## config.mk

```make
export PLATFORM = sky130hd
export DESIGN_NAME = core_wb_arb
export DESIGN_NICKNAME = d
export VERILOG_FILES = /design/src/rtl/core_pkg.sv /design/src/rtl/core_rr_arb.sv /design/src/rtl/core_wb_arb.sv
export SDC_FILE = /design/constraint.sdc
export NUM_CORES = 1
export LEC_CHECK = 0
export ABC_AREA = 0
export BUFFER_PORTS_ARGS = -buffer_cell sky130_fd_sc_hd__buf_4
export CAP_MARGIN = 5
export CORE_ASPECT_RATIO = 1.2
export CORE_MARGIN = 1.5
export CORE_UTILIZATION = 42
export CTS_CLUSTER_DIAMETER = 50
export DETAILED_ROUTE_END_ITERATION = 8
export PLACE_DENSITY = 0.89
export RECOVER_POWER = 50
export SYNTH_ARGS = -nofsm -noshare
export SYNTH_HDL_FRONTEND = slang
export SYNTH_SLANG_ARGS = --single-unit
```

## constraint.sdc

```tcl
create_clock -name clk -period 2.9 [get_ports clk]
set_input_delay 0.29 -clock clk [delete_from_list [all_inputs] [get_ports clk]]
set_output_delay 0.29 -clock clk [all_outputs]
set_load 0.01 [all_outputs]
```

## src/rtl/core_pkg.sv

```systemverilog
// Shared write-back definitions: requester indices, FSM state encoding and
// register-address width for the core write-back path.
package core_pkg;

   localparam int REG_ADDR_W = 5;

   localparam int WB_ALU = 0;
   localparam int WB_LSU = 1;
   localparam int WB_CSR = 2;

   typedef enum logic {
      IDLE  = 1'b0,
      WRITE = 1'b1
   } wb_state_e;

endpackage

```

## src/rtl/core_rr_arb.sv

```systemverilog
// NUM_REQ-way round-robin arbiter: searches upward from the slot after
// last_grant, wrapping at NUM_REQ-1, and returns a one-hot grant plus its index.
module core_rr_arb #(
   parameter int NUM_REQ = 3,
   parameter int IDXW    = (NUM_REQ > 1) ? $clog2(NUM_REQ) : 1
) (
   input  logic [NUM_REQ-1:0] req,
   input  logic [IDXW-1:0]    last_grant,
   output logic [NUM_REQ-1:0] gnt,
   output logic [IDXW-1:0]    gnt_idx
);

   logic            found;
   logic [IDXW-1:0] idx;

   always_comb begin
      gnt     = '0;
      gnt_idx = '0;
      found   = 1'b0;
      idx     = '0;
      for (int k = 1; k <= NUM_REQ; k++) begin
         idx = IDXW'((int'(last_grant) + k) % NUM_REQ);
         if (!found && req[idx]) begin
            found      = 1'b1;
            gnt[idx]   = 1'b1;
            gnt_idx    = idx;
         end
      end
   end

endmodule

```

## src/rtl/core_wb_arb.sv

```systemverilog
// Register-file write-back arbiter with one-cycle capture and optional
// pending-write scoreboard (enabled by defining CORE_WB_SCOREBOARD_EN).
module core_wb_arb
   import core_pkg::*;
#(
   parameter int NUM_REQ = 3,
   parameter int XLEN    = 32
) (
   input  logic                       clk,
   input  logic                       rst_n,
   input  logic [NUM_REQ-1:0]         req_valid,
   input  logic [5*NUM_REQ-1:0]       req_rd_addr,
   input  logic [XLEN*NUM_REQ-1:0]    req_data,
   output logic [NUM_REQ-1:0]         req_ready,
   output logic                       wen,
   output logic [REG_ADDR_W-1:0]      rd_addr,
   output logic [XLEN-1:0]            rd_din,
   input  logic                       wb_done,
   input  logic                       alloc_valid,
   input  logic [REG_ADDR_W-1:0]      alloc_rd,
   input  logic [REG_ADDR_W-1:0]      rs1_addr,
   input  logic [REG_ADDR_W-1:0]      rs2_addr,
   output logic                       rs1_busy,
   output logic                       rs2_busy
);

   localparam int IDXW = (NUM_REQ > 1) ? $clog2(NUM_REQ) : 1;

   wb_state_e                            state;
   logic [IDXW-1:0]                      last_grant, gnt_idx;
   logic [NUM_REQ-1:0]                   gnt, req_gated;
   logic [NUM_REQ-1:0][REG_ADDR_W-1:0]   addr_v;
   logic [NUM_REQ-1:0][XLEN-1:0]         data_v;
   logic                                 can_grant, accept;

   assign addr_v = req_rd_addr;
   assign data_v = req_data;

   // A captured rd=0 write never raises wen, so it retires as if acknowledged.
   assign can_grant = rst_n && ((state == IDLE) || !wen || wb_done);
   assign req_gated = can_grant ? req_valid : '0;

   core_rr_arb #(
      .NUM_REQ (NUM_REQ),
      .IDXW    (IDXW)
   ) u_rr (
      .req        (req_gated),
      .last_grant (last_grant),
      .gnt        (gnt),
      .gnt_idx    (gnt_idx)
   );

   assign req_ready = gnt;
   assign accept    = |gnt;

   always_ff @(posedge clk or negedge rst_n) begin
      if (!rst_n) begin
         state      <= IDLE;
         wen        <= 1'b0;
         rd_addr    <= '0;
         rd_din     <= '0;
         last_grant <= IDXW'(NUM_REQ - 1);
      end else if (accept) begin
         state      <= WRITE;
         wen        <= (addr_v[gnt_idx] != '0);
         rd_addr    <= addr_v[gnt_idx];
         rd_din     <= data_v[gnt_idx];
         last_grant <= gnt_idx;
      end else if ((state == WRITE) && (wb_done || !wen)) begin
         state <= IDLE;
         wen   <= 1'b0;
      end
   end

`ifdef CORE_WB_SCOREBOARD_EN
   logic [31:0] busy, busy_nxt;

   // Set is applied after clear so a same-cycle alloc of a retiring rd wins.
   always_comb begin
      busy_nxt = busy;
      if (wen && wb_done) busy_nxt[rd_addr] = 1'b0;
      if (alloc_valid)    busy_nxt[alloc_rd] = 1'b1;
      busy_nxt[0] = 1'b0;
   end

   always_ff @(posedge clk or negedge rst_n) begin
      if (!rst_n) busy <= '0;
      else        busy <= busy_nxt;
   end

   assign rs1_busy = busy[rs1_addr];
   assign rs2_busy = busy[rs2_addr];
`else
   logic unused_sb;
   assign unused_sb = ^{alloc_valid, alloc_rd, rs1_addr, rs2_addr};
   assign rs1_busy  = 1'b0;
   assign rs2_busy  = 1'b0;
`endif

endmodule
```

======== Word-level counts from Yosys, hierarchy flattened ========
Cells that the tools add are included.
cells by class
  reductions and logical operators ........ 16
  divide/modulo/power cells ............... 3
  magnitude comparators ................... 7
  add/subtract/negate cells ............... 3
  bitwise gates (word level) .............. 3
  muxes and demuxes ....................... 28
operators with widths
  operator               number
  $mod 32x3->32 const B  3
  $bmux 32 s2            1
  $mux 32                1
  $lt 2x3->1 const B     4
  $mux 3                 4
  $mux 1                 11
  $bmux 5 s2             1
  $logic_and 1x1->1      7
  $add 2x2->3 const B    2
  $bmux 1 s2             3
  $demux 1 s2            3
  $ge 2x1->1 const B     3
  $mux 2                 3
  $or 3x3->3             2
  $mux 5                 1
  $reduce_bool 5->1      1
  $add 2x1->3 const B    1
  $logic_not 1->1        3
  $logic_or 1x1->1       3
  $reduce_or 3->1        1
  $reduce_bool 2->1      1
  $not 1->1              1
storage, ports and cells
  flip-flop bits (word level) ............. 41
  word-level logic and storage cells ...... 65
  output and inout port bits .............. 43
  input bits .............................. 133

======== Longest topological paths before layout ========
Gate-level depths: netlist of run 1.
  word-level depth ........................ 18
  mapped depth ............................ 11
  depth with buffers taken out ............ 8

======== Modules after synthesis ========
From an unflattened synthesis of run 1, not the netlist that was laid out.
unflattened totals
  cell total of the unflattened synthesis .. 300
  area total of the unflattened synthesis .. 2640.0 um2
modules (own cells, without submodules)
  module       seq. area each (um2)  instances  area an instance (um2)  cells an instance
  core_wb_arb  1027.2                1          2359.8                  265
  core_rr_arb  0.0                   1          280.3                   35

======== Least setup slack after synthesis of run 1 ========
OpenSTA, ideal clock, no wires.
  path type ............................... register to register
  from .................................... register last_grant[1]
  to ...................................... register rd_addr[1]
  setup time .............................. 128 ps
  buffers on the path ..................... 4
  required time ........................... 2772 ps
  data arrival time ....................... 2350 ps
  cell stages (with the launch flop) ...... 11
  clock period less this slack ............ 2477 ps
  path slack .............................. 423 ps
  path through ............................ dfstp_2 -> ha_1 -> buf_4 -> and3_1 -> or3_1 -> clkbuf_1 -> buf_4 -> clkbuf_1 -> nor2_1 -> a21oi_1 -> mux2_1
between the ends
  cells in the longest elaborated chain, start to end .. 13
  elaborated cells between the ends (all ways) .. 44
  those cells by class .................... 3 x add/sub; 3 x div; 6 x order compare; 22 x mux; 2 x bitwise; 8 x reduce/logical
RTL lines
  item                                                                    line               source
  from (decl)                                                             core_wb_arb.sv:30  logic [IDXW-1:0] last_grant, gnt_idx;
  from (signal assigned)                                                  core_wb_arb.sv:62  last_grant <= IDXW'(NUM_REQ - 1);
  from (signal assigned)                                                  core_wb_arb.sv:68  last_grant <= gnt_idx;
  parallel branches: the longest is 13 deep, another holds $mod 32x3->32  -
  to (signal assigned)                                                    core_wb_arb.sv:66  rd_addr <= addr_v[gnt_idx];
  to (decl)                                                               core_wb_arb.sv:16  output logic [REG_ADDR_W-1:0] rd_addr,
Parallel ways; which one is timed is not known. The select of a mux whose other input is x is not followed.
A chain may end at the register's enable or synchronous reset.

======== Final worst setup path of run 1 ========
  from .................................... register last_grant[1]
  to ...................................... register rd_din[21]
between the ends
  cells in the longest elaborated chain, start to end .. 13
  elaborated cells between the ends (all ways) .. 44
  those cells by class .................... 3 x add/sub; 3 x div; 6 x order compare; 22 x mux; 2 x bitwise; 8 x reduce/logical
RTL lines
  item                                                                    line               source
  parallel branches: the longest is 13 deep, another holds $mod 32x3->32  -
  to (signal assigned)                                                    core_wb_arb.sv:67  rd_din <= data_v[gnt_idx];
  to (decl)                                                               core_wb_arb.sv:17  output logic [XLEN-1:0] rd_din,
Parallel ways; which one is timed is not known. The select of a mux whose other input is x is not followed.

==> impl_metrics.yaml, run 1 <==
timing:
  final_max_slew_viol_count: 0
  hold_viol: 0
  rsz0062_at_grt: "false"
  finalWorstSetupSlack_ns: 0.1812
  min_period_ns: 2.719
  max_freq_mhz: 367.8
  setup_viol: 0
  tns_ns: 0
  finalClockSkew_ns: 0.004325
  hold_ws_ns: 0.2811
  period_share_pct: 93.75
routing:
  wl_um: 7823
  drt_iter0_markers: 63
  num_vias: 2749
  dr.pass1.iters: 4
  ant_nets: 0
  viasPerCell: 5.256
  drc: 0
  drt-wirelength-per-cell_um: 14.96
placed_design:
  dp_slack_ns: 0.1715
  routabilityCongestion: 0.9019
  place_hpwl_um: 6230
  portBuffers: 157
  place_area_um2: 4059
power_and_ir_drop:
  swShare_pct: 38.89
  powerDensity_nw_per_um2: 866.9
  p_sw_w: 0.001374
  irDropWorstVdd_mv: 0.4566
  p_leak_nw: 1.846
  pwr-share-seq_pct: 29.0
  intPower_w: 0.002159
  clockPowerShare_pct: 13.6
  p_comb_share_pct: 57.4
clock_network:
  htreeDepth: 2
  path_clk_slew_ns: 0.08
  clock_sinks: 41
  cts_setup_buffers: 0
  cts_made_buffers: 5
  clk_latency_ns: 0.29
  cts_tree: "built"
  cts_root_buf: "clkbuf_8"
  cts_buffer_depth: 2
worst_setup_path:
  startpoint_type: "flip-flop"
  critPathMaxFanout: 23
  crit_type: "reg -> reg"
  crit_arrival_ns: 2.89
  critical_path_required_ns: 3.07
  crit_path_end_kind: "flip-flop"
synth:
  syn_area_per_cell_um2: 9.716
  synth_edf_count: 0
  synth_cell_types: 46
  yosys_most_used_dff: "dfrtp_1"
  yosys_warnings: 0
  syn-cell-area_um2: 2779
  ys_ff_latch: 41
  yosysSeqAreaShare_pct: 36.97
  synthCells: 286
  synth_async_sr_flop_share_pct: 100.0
layout:
  multi_input_area_um2: 1617
  final_area_um2: 4075
  final_common_cell: "buf_4"
  nets: 574
  final_cell_mix: "128 x buf_4, 40 x nor2_1, 40 x mux2i_1, 40 x dfrtp_1, 38 x a21oi_1"
  area_growth_pct: 46.65
  fillers: 561
  fin_util_pct: 63.61
  antenna_cells: 0
  drive_gt1_share_pct: 37.67
  register_area_um2: 1027
global_routing:
  grt_max_degree: 40
  gr-max-usage-layer: "met2"
  grt_pass1_vias: 2689
  grt_pass1_wl_um: 12070
  grt_use_total_pct: 21.01
  grt_overflow: 0
  antenna_found_initial: 0
  met1_usage_pct: 22.17
  use_met3_pct: 4.378
  grtUsageMet2_pct: 40.94
flow_run:
  cap_violations: 0
die:
  die-area_um2: 7116
  die_w_um: 77.26
  core_area_um2: 6406
  rows: 32
  die_h_um: 92.11
  ios: 176
  initial_core_util_pct: 43.38
run_status:
  status: "finished clean"
min_path:
  worstHoldPathType: "in -> reg"
==> what timing repair did <==
| action | CTS | global route |
|---|---|---|
| endpoints found under the hold margin | 7 | 0 |
| endpoints found under the setup margin | 0 | 13 |
| hold buffers | 1 | 0 |
| gates resized for setup | 0 | 2 |
==> final timing paths <==
kind / startpoint / endpoint / slack (ns) / cells after the start
hold reg to reg: rd_din[10] / rd_din[10] / 0.49 / 1
min in group asynchronous: rst_n / rd_din[3] / 0.40 / 2
max in group asynchronous: rst_n / rd_addr[0] / 1.86 / 3
setup reg to reg: last_grant[1] / rd_din[21] / 0.18 / 9
hold / removal: wb_done / wen / 0.28 / 4
setup / recovery: last_grant[1] / rd_din[21] / 0.18 / 9
==> worst max-delay path, stage by stage, from the launching register on <==
cell	delay (ns)
dfstp_2	0.55
inv_1	0.07
ha_1	0.34
nor4bb_1	0.19
o21a_1	0.21
a21o_1	0.19
o21bai_1	0.19
a31oi_4	0.28
buf_12	0.22
mux2_2	0.36
==> sequential cells by signal, summed over array words and instances (netlist names) <==
register / count
last_grant: 2
wen: 1
rd_addr: 5
state: 1
rd_din: 32
==> per-layer routing <==
metal	wire length [um]	vias to the layer above
met5	0	-
met4	75	0
met3	349	6
met2	4469	83
met1	2928	1338
li1	-	1322
==> cell families after synthesis <==
| family | Yosys count | share of synthesized area (%) |
|---|---|---|
| other | 1 | 0.1349 |
| flip-flops | 41 | 36.97 |
| adder cells (fa/ha/maj) | 4 | 1.801 |
| multiplexers | 78 | 29.81 |
| AO/OA/AOI/OAI | 61 | 13.51 |
| buffers and inverters | 31 | 5.583 |
| AND/OR/NAND/NOR | 70 | 12.20 |
==> synth_stat cells (2+ instances only) <==
cell type / count / area share, %
nor2_1: 40 / 5.4
nor4_1: 4 / 0.90
nand2_1: 6 / 0.81
clkbuf_1: 8 / 1.1
nand3b_1: 3 / 0.81
o21ai_0: 3 / 0.54
buf_4: 8 / 2.2
mux2i_1: 40 / 14
buf_2: 7 / 1.3
o21ai_1: 3 / 0.54
a21oi_1: 38 / 6.8
nor3_1: 2 / 0.36
nor4bb_1: 2 / 0.72
inv_1: 8 / 1.1
dfrtp_1: 40 / 36
nand2b_1: 5 / 1.1
ha_1: 4 / 1.8
mux2_1: 22 / 8.9
mux2_2: 16 / 6.5
==> per-stage QoR <==
stage          power (W)  cells
6_report        0.003533    523
5_1_grt         0.003768    523
4_1_cts         0.003749    523
3_5_place_dp    0.003261    514
3_3_place_gp    0.003157    514
2_1_floorplan   0.002359    287
==> layout make-up <==
cell class / count / area share, %
clock inverters: 2 / 0.9211
multi-input cells: 215 / 39.67
repair buffers: 166 / 28.83
inverters: 8 / 0.7369
clock buffers: 6 / 2.026
flip-flops and latches: 41 / 25.21
well taps: 85 / 2.610
==> power groups by stage <==
stage	Clock, W	Combinational (W)	Sequential [W]
after floorplan	0	0.00120	0.00116
after global placement	0	0.00214	0.00102
after detailed placement	0	0.00222	0.00104
after CTS	0.000492	0.00222	0.00103
after global routing	0.000513	0.00219	0.00106
final	0.000479	0.00203	0.00103
Note: power is estimated with default switching activity, not from simulation.
==> run 2, diff against run 1 <==
- REMOVE_ABC_BUFFERS: unset -> 1
==> run 2 against run 1 <==
Utilization unchanged. Total power is essentially flat. Clock power fell by 1%. Setup slack improved by 0.011 ns. Fmax increased by 0.40%. Final area did not move. Sequential share of layout area did not move. Count of clock-buffer cells in the layout increased by 1. Clock skew increased by 0.0062 ns. Hold slack gained 0.024 ns. Cell count unchanged.
==> impl_metrics.yaml, run 2 (synthesis gave the netlist of run 1 again) <==
layout:
  layoutNonFillerInstCount: 523
  drive_gt1_share_pct: 37.67
  multi_input_area_um2: 1617
  register_area_um2: 1027
  nets: 574
  largestRegisters: "rd_din x32, rd_addr x5, last_grant x2"
  fillers: 564
  regMostFlops: "rd_din"
  area_growth_pct: 46.65
  final_common_cell: "buf_4"
  antenna_cells: 0
  final_cell_mix: "129 x buf_4, 40 x nor2_1, 40 x mux2i_1, 40 x dfrtp_1, 38 x a21oi_1"
  largest_reg_flops: 32
worst_setup_path:
  r2r_slack_ns: 0.19
  r2r_cells: 9
  startpoint_type: "flip-flop"
  crit_path_end_kind: "flip-flop"
  worstReg2RegEnd: "rd_addr[3]"
  cp-endpoint: "rd_addr[3]"
  r2r-start: "last_grant[0]"
  critical_path_required_ns: 3.07
  crit_type: "reg -> reg"
  cp-startpoint: "last_grant[0]"
  critPathMaxFanout: 20
  crit_arrival_ns: 2.87
die:
  ios: 176
  rows: 32
  initial_core_util_pct: 43.38
  die-area_um2: 7116
  core_area_um2: 6406
  die_h_um: 92.11
  die_w_um: 77.26
timing:
  hold_ws_ns: 0.3047
  period_share_pct: 93.38
  max_freq_mhz: 369.3
  rsz0062_at_grt: "false"
  final_max_slew_viol_count: 0
  hold_viol: 0
  finalClockSkew_ns: 0.01048
  setup_viol: 0
  min_period_ns: 2.708
routing:
  ant_nets: 0
  drt-wirelength-per-cell_um: 14.62
  drt_iter0_markers: 135
  num_vias: 2714
  wl_um: 7644
  dr.pass1.iters: 4
  drc: 0
  viasPerCell: 5.189
global_routing:
  grt_pass1_vias: 2827
  grt_overflow: 0
  grt_max_degree: 46
  antenna_found_initial: 0
  grt_use_total_pct: 22.13
  grt_pass1_wl_um: 12680
power_and_ir_drop:
  p_leak_nw: 1.847
  powerDensity_nw_per_um2: 866.6
  power_w: 0.003531
  irDropWorstVdd_mv: 0.4294
clock_network:
  cts_setup_buffers: 0
  clk_latency_ns: 0.29
  htreeDepth: 2
  clock_sinks: 41
  cts_made_buffers: 5
  cts_tree: "built"
  cts_buffer_depth: 2
  cts_root_buf: "clkbuf_8"
  path_clk_slew_ns: 0.07
placed_design:
  routabilityCongestion: 0.8448
  place_inst: 514
  place_hpwl_um: 6126
  portBuffers: 157
flow_run:
  cap_violations: 0
run_status:
  status: "finished clean"
min_path:
  worstHoldPathType: "in -> reg"
[run 2: cell types whose count changed in the layout (fill, tap and decap cells not counted)]
cell / before / now
buf_4: 128 / 129
clkinvlp_4: 1 / 0
[run 2: metal layers]
layer	vias up	share of wire (%)	global-route usage (%)
met5	-	0	0
met1	1263	36	22.87
met2	113	55	42.03
met4	0	2.3	7.576
li1	1320	-	-
met3	18	6.7	6.269
[run 2: worst min-delay path by stage]
stage | startpoint | end | cells past startpoint
6_report | wb_done | wen | 4
5_1_grt | wb_done | wen | 4
4_1_cts | wb_done | wen | 4
3_5_place_dp | rst_n | rd_din[26] | 1
3_3_place_gp | rst_n | rd_addr[0] | 1
2_1_floorplan | rst_n | last_grant[0] | 0
[run 2: power breakdown]
group	internal, W	total [W]	switching, W
sequential	0.000877	0.00103	0.000149
combinational	0.00101	0.00203	0.00102
clock	0.000281	0.000473	0.000192
[run 2: metrics by stage]
step	utilization, %	setup TNS, ns	worst slack, ns	area (um2)
finish	63.61	0	0.1921	4075
global route	63.61	0	0.03350	4075
CTS	65.33	0	0.09702	4185
detailed placement	63.36	0	0.1201	4059
global placement	63.36	0	0.1822	4059
floorplan	-	-112.36	-3.150	2658
[run 2: layout make-up]
type	count	area share, %
Multi-Input combinational cell	215	39.67
Timing Repair Buffer	166	28.92
Sequential cell	41	25.21
Tap cell	85	2.610
Clock buffer	7	2.119
Clock inverter	1	0.7369
Inverter	8	0.7369
[run 2: what timing repair did]
action | 4_1_cts | 5_1_grt
hold endpoints to repair | 5 | 0
gates resized for setup | 0 | 2
setup endpoints to repair | 0 | 39
hold buffers | 1 | 0
[run 2: worst max-delay path, cell delays in order, from the launching register on]
cell and delay [ns]:
dfrtp_1 0.39, inv_1 0.08, ha_2 0.45, nand2b_1 0.19
o21ai_1 0.07, a221o_1 0.29, a211o_1 0.33, a31oi_4 0.24
buf_12 0.20, mux2_2 0.35
==> run 3, diff against run 2 <==
- CORE_UTILIZATION: 42 -> 39
- PLACE_DENSITY: 0.89 -> 0.87
- RECOVER_POWER: 50 -> unset
- clock period: 2.9 -> 2.2 ns (I/O delays scaled with it)
==> run 3 against run 2 <==
The flow now finishes with violations (setup timing). Non-clock buffer count grew 41. Clock skew down 0.0015 ns. Hold slack got worse by 0.069 ns. Die area grew 7.4%. Largest power group unchanged. Highest routed layer unchanged.
==> impl_metrics.yaml, run 3 (synthesis gave the netlist of run 1 again) <==
power_and_ir_drop:
  p_sw_w: 0.002390
  intPower_w: 0.004299
  clockPowerShare_pct: 9.0
  p_leak_nw: 2.423
  p_comb_share_pct: 70.0
  powerDensity_nw_per_um2: 1330
  swShare_pct: 35.73
  pwr-share-seq_pct: 21.0
  irDropWorstVdd_mv: 0.6575
  power_w: 0.006689
timing:
  setup_viol: 44
  max_freq_mhz: 373.5
  hold_viol: 0
  tns_ns: -18.97
  rsz0062_at_grt: "true"
  period_share_pct: 121.7
  finalClockSkew_ns: 0.008978
  finalWorstSetupSlack_ns: -0.4770
  min_period_ns: 2.677
  final_max_slew_viol_count: 0
layout:
  fin_util_pct: 73.38
  multi_input_area_um2: 1949
  largest_reg_flops: 32
  drive_gt1_share_pct: 60.13
  antenna_cells: 0
  largestRegisters: "rd_din x32, rd_addr x5, last_grant x2"
  nets: 615
  area_growth_pct: 81.00
  fillers: 466
  final_cell_mix: "183 x buf_4, 40 x dfrtp_1, 39 x nor2_1, 36 x a21oi_1, 32 x mux2i_1"
  final_common_cell: "buf_4"
  regMostFlops: "rd_din"
  final_area_um2: 5030
  register_area_um2: 1027
worst_setup_path:
  crit_slowest_cell: "dfstp_2"
  crit_path_end_kind: "flip-flop"
  r2r_cells: 10
  crit_chain: "ha_4, buf_6, a21oi_1, o211ai_1, nor3_2, buf_4, buf_12, mux2i_2, a21oi_1, mux2_4"
  worst-path-buf-inv: 3
  critical_path_required_ns: 2.38
  worstReg2RegEnd: "rd_din[8]"
  r2r-start: "last_grant[1]"
  r2r_slack_ns: -0.48
  startpoint_type: "flip-flop"
  crit_arrival_ns: 2.85
  slowest_delay_ns: 0.59
  path_delay_family: "flip-flops"
  crit_top_cell: "a21oi_1"
  crit_type: "reg -> reg"
  critPathMaxFanout: 8
routing:
  drt_iter0_markers: 137
  dr.pass1.iters: 6
  ant_nets: 0
  drt-wirelength-per-cell_um: 17.52
  num_vias: 3016
  wl_um: 9918
  viasPerCell: 5.329
  drc: 0
min_path:
  worstHoldPathType: "in -> reg"
  min-delay-start: "wb_done"
  whs_path_depth: 4
  whs_endpoint: "wen"
die:
  initial_core_util_pct: 40.54
  core_area_um2: 6854
  die_h_um: 95.47
  rows: 33
  die_w_um: 80.06
  ios: 176
  die-area_um2: 7643
placed_design:
  portBuffers: 157
  routabilityCongestion: 0.8575
  place_hpwl_um: 6562
  place_area_um2: 4252
clock_network:
  clk_latency_ns: 0.29
  path_clk_slew_ns: 0.08
  cts_tree: "built"
  htreeDepth: 2
  cts_buffer_depth: 2
  cts_made_buffers: 5
  cts_root_buf: "clkbuf_8"
  clock_sinks: 41
run_status:
  violations: "setup timing"
  status: "complete, but fails checks"
global_routing:
  grt_pass1_wl_um: 14030
  grt_overflow: 0
  grt_use_total_pct: 23.75
  grt_pass1_vias: 3052
  antenna_found_initial: 0
  grt_max_degree: 43
flow_run:
  cap_violations: 0
run 3: area by class of cell:
| class | instances | area share (%) |
|---|---|---|
| multi-input combinational | 215 | 38.76 |
| clock inverter | 2 | 0.7711 |
| clock buffer | 6 | 1.443 |
| inverter | 8 | 0.5970 |
| sequential | 41 | 20.42 |
| timing repair buffer | 207 | 35.85 |
| tap | 87 | 2.164 |
run 3: worst min-delay path, stage by stage:
cell and delay, ns:
buf_4 0.09, nand2_1 0.05, nand2_1 0.06, mux2i_1 0.06
run 3: how the worst max path moves through the flow:
stage	start	end	slack, ns	depth (start not counted)
5_1_grt	last_grant[1]	wen	-0.54	10
3_5_place_dp	last_grant[1]	rd_din[10]	-0.49	9
3_3_place_gp	last_grant[1]	rd_addr[4]	-0.36	9
4_1_cts	last_grant[1]	last_grant[0]	-0.36	9
6_report	last_grant[1]	rd_din[8]	-0.48	10
2_1_floorplan	last_grant[1]	wen	-3.85	7
run 3: repair_timing:
action / CTS / global route
pin swaps: 9 / 22
cloned: 3 / 3
hold endpoints to repair: 4 / 0
setup buffers: 5 / 8
hold buffers: 1 / 0
endpoints found under the setup margin: 44 / 44
resized for setup: 42 / 48
run 3: per-layer routing:
metal	wire [um]	global-route usage, %
met1	3696	26.41
met2	5516	45.10
met3	488	3.636
met4	216	8.477
met5	0	0
run 3: stage by stage:
stage	instances	hold WS, ns	setup slack (ns)
floorplan	264	-0.07559	-3.850
global placement	538	0.03708	-0.3648
detailed placement	538	0.03834	-0.4852
CTS	555	0.2137	-0.3635
global route	566	0.2539	-0.5354
finish	566	0.2354	-0.4770
run 3: power by group through the flow:
stage | combinational (W) | sequential (W) | clock (W)
2_1_floorplan | 0.00153 | 0.00152 | 0
3_3_place_gp | 0.00304 | 0.00137 | 0
3_5_place_dp | 0.00316 | 0.00139 | 0
4_1_cts | 0.00401 | 0.00139 | 0.000617
5_1_grt | 0.00492 | 0.00145 | 0.000646
6_report | 0.00468 | 0.00140 | 0.000601
